## src/rtl/alu_cond_stage.sv

```systemverilog
// Condition-evaluation stage behind the ALU: holds NZCV, evaluates the condition code and
// presents a registered write-back beat on a valid/ready handshake.
module alu_cond_stage (
    input  logic        clk,
    input  logic        reset,
    input  logic        in_valid,
    output logic        in_ready,
    input  logic [31:0] result_in,
    input  logic [3:0]  aluflags_in,
    input  logic [3:0]  cond,
    input  logic [1:0]  flag_write,
    input  logic        reg_write,
    input  logic [3:0]  rd,
    output logic        out_valid,
    input  logic        out_ready,
    output logic [31:0] wb_data,
    output logic [3:0]  wb_rd,
    output logic        wb_en,
    output logic [3:0]  flags,
    output logic [15:0] fail_count
);

    logic       accept;
    logic       pass;
    logic       n, z, c, v;
    logic [3:0] flags_d;

    assign in_ready = ~out_valid | out_ready;
    assign accept   = in_valid & in_ready;

    // Condition is judged against the stored flags only; no bypass from the ALU.
    assign {n, z, c, v} = flags;

    always_comb begin
        pass = 1'b1;
        case (cond)
            4'b0000: pass = z;
            4'b0001: pass = ~z;
            4'b0010: pass = c;
            4'b0011: pass = ~c;
            4'b0100: pass = n;
            4'b0101: pass = ~n;
            4'b0110: pass = v;
            4'b0111: pass = ~v;
            4'b1000: pass = c & ~z;
            4'b1001: pass = ~c | z;
            4'b1010: pass = (n == v);
            4'b1011: pass = (n != v);
            4'b1100: pass = ~z & (n == v);
            4'b1101: pass = z | (n != v);
            default: pass = 1'b1;
        endcase
    end

    always_comb begin
        flags_d = flags;
        if (accept && pass) begin
            if (flag_write[1]) flags_d[3:2] = aluflags_in[3:2];
            if (flag_write[0]) flags_d[1:0] = aluflags_in[1:0];
        end
    end

    always_ff @(posedge clk or posedge reset) begin
        if (reset) begin
            out_valid  <= 1'b0;
            wb_data    <= 32'h0;
            wb_rd      <= 4'h0;
            wb_en      <= 1'b0;
            flags      <= 4'h0;
            fail_count <= 16'h0;
        end else begin
            flags <= flags_d;
            if (accept) begin
                out_valid <= 1'b1;
                wb_data   <= result_in;
                wb_rd     <= rd;
                wb_en     <= reg_write & pass;
                if (!pass && fail_count != 16'hFFFF) begin
                    fail_count <= fail_count + 16'd1;
                end
            end else if (out_ready) begin
                out_valid <= 1'b0;
            end
        end
    end

endmodule
```

## config.mk

```make
export PLATFORM = sky130hd
export DESIGN_NAME = alu_cond_stage
export DESIGN_NICKNAME = d
export VERILOG_FILES = /design/src/rtl/alu_cond_stage.sv
export SDC_FILE = /design/constraint.sdc
export NUM_CORES = 1
export LEC_CHECK = 0
export BUFFER_PORTS_ARGS = -buffer_cell sky130_fd_sc_hd__buf_4
export CAP_MARGIN = 20
export CORE_MARGIN = 5
export CORE_UTILIZATION = 30
export DETAILED_ROUTE_END_ITERATION = 12
export PLACE_DENSITY = 0.56
export SLEW_MARGIN = 20
export SYNTH_ARGS = -nofsm -noshare
export SYNTH_HDL_FRONTEND = slang
export SYNTH_SLANG_ARGS = --single-unit
```

## constraint.sdc

```tcl
create_clock -name clk -period 1.8 [get_ports clk]
set_input_delay 0.27 -clock clk [delete_from_list [all_inputs] [get_ports clk]]
set_output_delay 0.27 -clock clk [all_outputs]
set_load 0.05 [all_outputs]
```

## Word-level counts from Yosys, hierarchy flattened

Cells that the tools add are included.

| storage, ports and cells | value |
|---|---|
| output and inout port bits | 59 |
| input port bits | 51 |
| register bits after elaboration | 58 |

| cells by class | value |
|---|---|
| bitwise logic cells | 12 |
| equal/unequal tests | 16 |
| reductions and logical operators | 8 |
| add/subtract/negate cells | 1 |
| muxes and demuxes | 3 |

Operators with widths:

| kind | count |
|---|---|
| $eq A4 B4 Y1 const B | 6 |
| $add A16 B1 Y16 const B | 1 |
| $eq A4 B3 Y1 const B | 4 |
| $ne A16 B16 Y1 const B | 1 |
| $pmux W1 S14 | 1 |
| $eq A4 B2 Y1 const B | 2 |
| $reduce_and A2 Y1 | 3 |
| $not A1 Y1 | 5 |
| $and A1 B1 Y1 | 4 |
| $eq A4 B1 Y1 const B | 1 |
| $logic_not A4 Y1 | 1 |
| $or A1 B1 Y1 | 3 |
| $logic_and A1 B1 Y1 | 2 |
| $mux W1 | 2 |
| $reduce_bool A2 Y1 | 1 |
| $eq A1 B1 Y1 | 1 |
| $logic_not A1 Y1 | 1 |
| $ne A1 B1 Y1 | 1 |

## Depth between registers and ports, before layout

| logic depth | value |
|---|---|
| depth after elaboration | 6 |
| mapped depth | 8 |
| mapped depth without buffers | 6 |

## Worst setup path before layout

Ideal clock, no wire load.

| path | value |
|---|---|
| kind | register -> register |
| start | register out_valid |
| end | register wb_data[10] |
| arrival time | 2.150 ns |
| path slack | -0.417 ns |
| period minus slack after synthesis | 2.217 ns |
| data required time | 1.734 ns |
| cell stages (with the launch flop) | 8 |
| path buffers | 3 |
| setup time | 0.066 ns |
| cell sequence | dfrtp_1 > nand2b_1 > and2_1 > clkbuf_1 > clkbuf_1 > clkbuf_1 > nand2_1 > nand2_1 |

| on the way | value |
|---|---|
| longest elaborated chain between the ends | 3 |

RTL lines:

| element | RTL line | source |
|---|---|---|
| start, declared | 14 | `output logic out_valid,` |
| start signal, assigned | 65 | `out_valid <= 1'b0;` |
| start signal, assigned | 74 | `out_valid <= 1'b1;` |
| start signal, assigned | 82 | `out_valid <= 1'b0;` |
| $not A1 Y1 | 28 | `assign in_ready = ~out_valid \| out_ready;` |
| $or A1 B1 Y1 | 28 |  |
| net in_ready | 7 | `output logic in_ready,` |
| $and A1 B1 Y1 | 29 | `assign accept = in_valid & in_ready;` |
| end signal, assigned | 75 | `wb_data <= result_in;` |
| end, declared | 16 | `output logic [31:0] wb_data,` |

The timed path passes the listed nets, and every way through them passes these cells.
A chain may end at the register's enable or synchronous reset.

## Worst setup path after layout

| path | value |
|---|---|
| start | register flags[3] |
| end | register fail_count[1] |

| on the way | value |
|---|---|
| longest elaborated chain between the ends | 6 |
| elaborated cells between the ends (all ways) | 9 |
| classes of those cells | eq/ne: 2; mux: 1; bitwise: 3; reduce/logical: 3 |

RTL lines:

| element | RTL line | source |
|---|---|---|
| start, declared | 19 | `output logic [3:0] flags,` |
| start signal, assigned | 72 | `flags <= flags_d;` |
| $ne A1 B1 Y1 or $eq A1 B1 Y1 (tied branches) | - |  |
| $or A1 B1 Y1 or $and A1 B1 Y1 (tied branches) | 50, 49 |  |
| $pmux W1 S14 (*) | 36 | `case (cond)` |
| $logic_not A1 Y1 (*) | 78 | `if (!pass && fail_count != 16'hFFFF) begin` |
| $logic_and A1 B1 Y1 (*) | 78 |  |
| $reduce_and A2 Y1 (no source line) (*) | - |  |
| end signal, assigned | 79 | `fail_count <= fail_count + 16'd1;` |
| end, declared | 20 | `output logic [15:0] fail_count` |

Every way passes the cells marked *; elsewhere a longest branch is shown, timed or not.

==> reports/qor.yml <==
outcome: "finished, violations left"
violations: "hold timing, setup timing"
die-area_um2: 10400
drive_gt1_frac: 0.441
drc_errors: 0
syn-num-nets: 317
cp_slowest_stage_delay_ns: 0.45
cts.clk_slew.worst_paths_ns: 0.06
drt-total-wl_um: 6710
clock.fmax_mhz: 525
finalNetCount: 444
wl_met1_um: 2950
route.met2.wl_um: 3160
ys_ff_latch: 58
crit_path_top_delay_cell: "dfrtp_2"
cp-end-kind: "flop"
wire_per_inst_um: 13.4
antenna_found_initial: 0
r2r_setup_slack_ns: -0.11
hold_path.class: "in2async"
synthCells: 265
arrival_ns: 2.11
fillers: 830
first_iter_violations: 61
cts_hold_buffers: 0
first_global_vias: 2338
place_ws_ns: -0.166
numCtsBuffers: 9
fin_tns_setup_ns: -0.830
cts_buffer_depth: 2
critPathBufInv: 1
routed-wl-met3_um: 501
p_per_area_nw_per_um2: 1240
min_period_ns: 1.91
drtAntennaViolNets: 0
ys_warn_count: 0
cp_max_fo: 16
vias: 2238
synth_top_area_frac: 0.570
crit_cells: 7
gr-total-overflow: 0
numPortBuffers: 109
fin_crit_sh: 1.06
clock_latency_ns: 0.32
final_hold_viol_count: 6
core_area_um2: 8260
peakVddDrop_uv: 488
cp_common_cell: "xnor2_2"
initial_core_util: 0.308
cts.htree.levels: 3
via_per_inst: 4.46
groute.usage.overall: 0.133
setup-violations-final: 20
clock_skew_ns: 0.00626
relSlewSlack: 0.767
dieHeight_um: 102
grt_pass1_wl_um: 11000
syn_area_per_cell_um2: 9.60
n_antenna_cell: 0
ys_seq_area_frac: 0.570
grt_max_degree: 59
path_cells: "xnor2_2 -> a22oi_2 -> xnor2_2 -> a311oi_4 -> buf_6 -> nand2_2 -> mux2_2"
max-cap-violations: 0
leakage_nw: 2.04
cts.root.buffer_cell: "clkbuf_8"
setup_slack_ns: -0.106
netlist_area_um2: 2540
worst_slew_pin_slew_ns: 0.348
ys_types: 35
path_class: "reg2reg"
ff2ff_path_depth: 7
cts.sinks: 58
whs_ns: -0.00114
crit_family: "compound AO/OA/AOI/OAI gates"
fp-row-count: 33
gp_congestion: 0.796
num_io_pins: 110
die_x_um: 102
grt_setup_unrepaired: "yes"
cts_tree: "yes"
netlist.top_cell.by_area: "dfrtp_1"
dpl.hpwl_um: 4870
critPathRequiredTime_ns: 2.01
synth_area_leaders: "dfrtp_1 (57%), nand2_1 (17%), xnor2_1 (5.5%), and3_1 (2.9%), mux2_2 (1.8%)"
final_max_slew_viol_count: 0
routed.top_layer: "met4"
drt_first_pass_iters: 4
startpoint_type: "flop"
utilization: 0.469
area_growth_pct: 52.2
-- repair_timing --
action	in CTS	in global routing
gates resized for setup	9	2
setup buffers	2	0
endpoints found under the setup margin	21	21
-- tightest hold or removal path, cell delays in order --
cell and delay [ns]:
buf_4 0.11, inv_2 0.06, buf_12 0.28
-- registers in the layout, indices dropped and copies added, names as in the netlist --
register / flops
wb_data: 32
out_valid: 1
fail_count: 16
wb_rd: 4
wb_en: 1
flags: 4
-- layer usage --
metal | vias up | GRT usage
met1 | 1041 | 0.171
met3 | 10 | 0.0348
li1 | 1113 | -
met4 | 0 | 0.0535
met5 | - | 0
met2 | 74 | 0.214
-- kinds of logic (layout without fill, tap and decap cells) --
kind of cell / count (synthesis) / after routing / synth area share
buffers and inverters: 15 / 147 / 0.0261
XOR/XNOR: 19 / 19 / 0.0654
adder cells (fa/ha/maj): 1 / 1 / 0.00492
AO/OA/AOI/OAI: 10 / 10 / 0.0379
flip-flops: 58 / 58 / 0.570
AND/OR/NAND/NOR: 156 / 156 / 0.269
multiplexers: 6 / 6 / 0.0261
-- final timing paths --
check	start	to
hold / removal	reset	wb_data[7]
setup / recovery	flags[3]	fail_count[1]
min in group clk	rd[3]	wb_rd[3]
setup reg to reg	flags[3]	fail_count[1]
max in group asynchronous	reset	fail_count[9]
hold reg to reg	wb_rd[3]	wb_rd[3]
-- cell usage after synthesis --
cell type	n
nand2_1	114
dfrtp_1	58
xnor2_1	16
and3_1	12
clkbuf_1	9
nand3_1	7
nand4_1	7
mux2_2	4
xor2_1	3
and2_1	2
and4_1	2
buf_2	2
inv_1	2
nand2b_1	2
nor2_1	2
nor2b_1	2
nor3b_1	2
o21ai_0	2
a21o_1	1
a21oi_1	1
a22oi_2	1
a311oi_4	1
a31oi_1	1
a31oi_2	1
and3b_1	1
buf_1	1
buf_6	1
ha_1	1
mux2_1	1
mux2i_1	1
nand2_2	1
nor2_2	1
nor3_1	1
o211ai_1	1
o311ai_1	1
-- final cells by class --
| type | instances | area, µm² | area share |
|---|---|---|---|
| sequential | 58 | 1470 | 0.379 |
| multi-input combinational | 192 | 1090 | 0.281 |
| timing repair buffer | 129 | 1010 | 0.262 |
| clock buffer | 13 | 149 | 0.0384 |
| tap | 105 | 131 | 0.0339 |
| clock inverter | 3 | 15.0 | 0.00388 |
| inverter | 2 | 7.51 | 0.00194 |
-- cell usage in the layout, fill, tap and decap left out, types with 2 or more instances in the layout --
cell type / instances
nor2b_1: 2
dfrtp_1: 44
clkinv_2: 3
buf_12: 3
nand3_1: 7
xnor2_1: 13
clkbuf_1: 3
nand4_1: 7
xnor2_2: 3
xor2_1: 3
clkbuf_8: 10
and4_1: 2
mux2_4: 2
and3_1: 12
mux2_2: 3
dfrtp_2: 14
buf_4: 124
nor2_2: 2
nand2_1: 114
nor3b_1: 2
buf_6: 2
-- where the power goes --
group	leakage, nW	internal (W)	switching (W)	total [W]
Clock	0.0872	0.000531	0.000473	0.00100
Sequential	0.711	0.00154	0.000198	0.00174
Combinational	1.25	0.000791	0.00127	0.00206
-- through the flow --
step                cell area [µm²]  instances  hold slack, ns  total power [W]
global placement               3650        485           0.371          0.00370
global route                   3870        502          0.0239          0.00506
finish                         3870        502        -0.00114          0.00480
detailed placement             3650        485           0.367          0.00373
CTS                            3860        502         0.00335          0.00487
floorplan                      2580        265           0.375          0.00300
No activity file was read; power rests on OpenSTA's default activity.
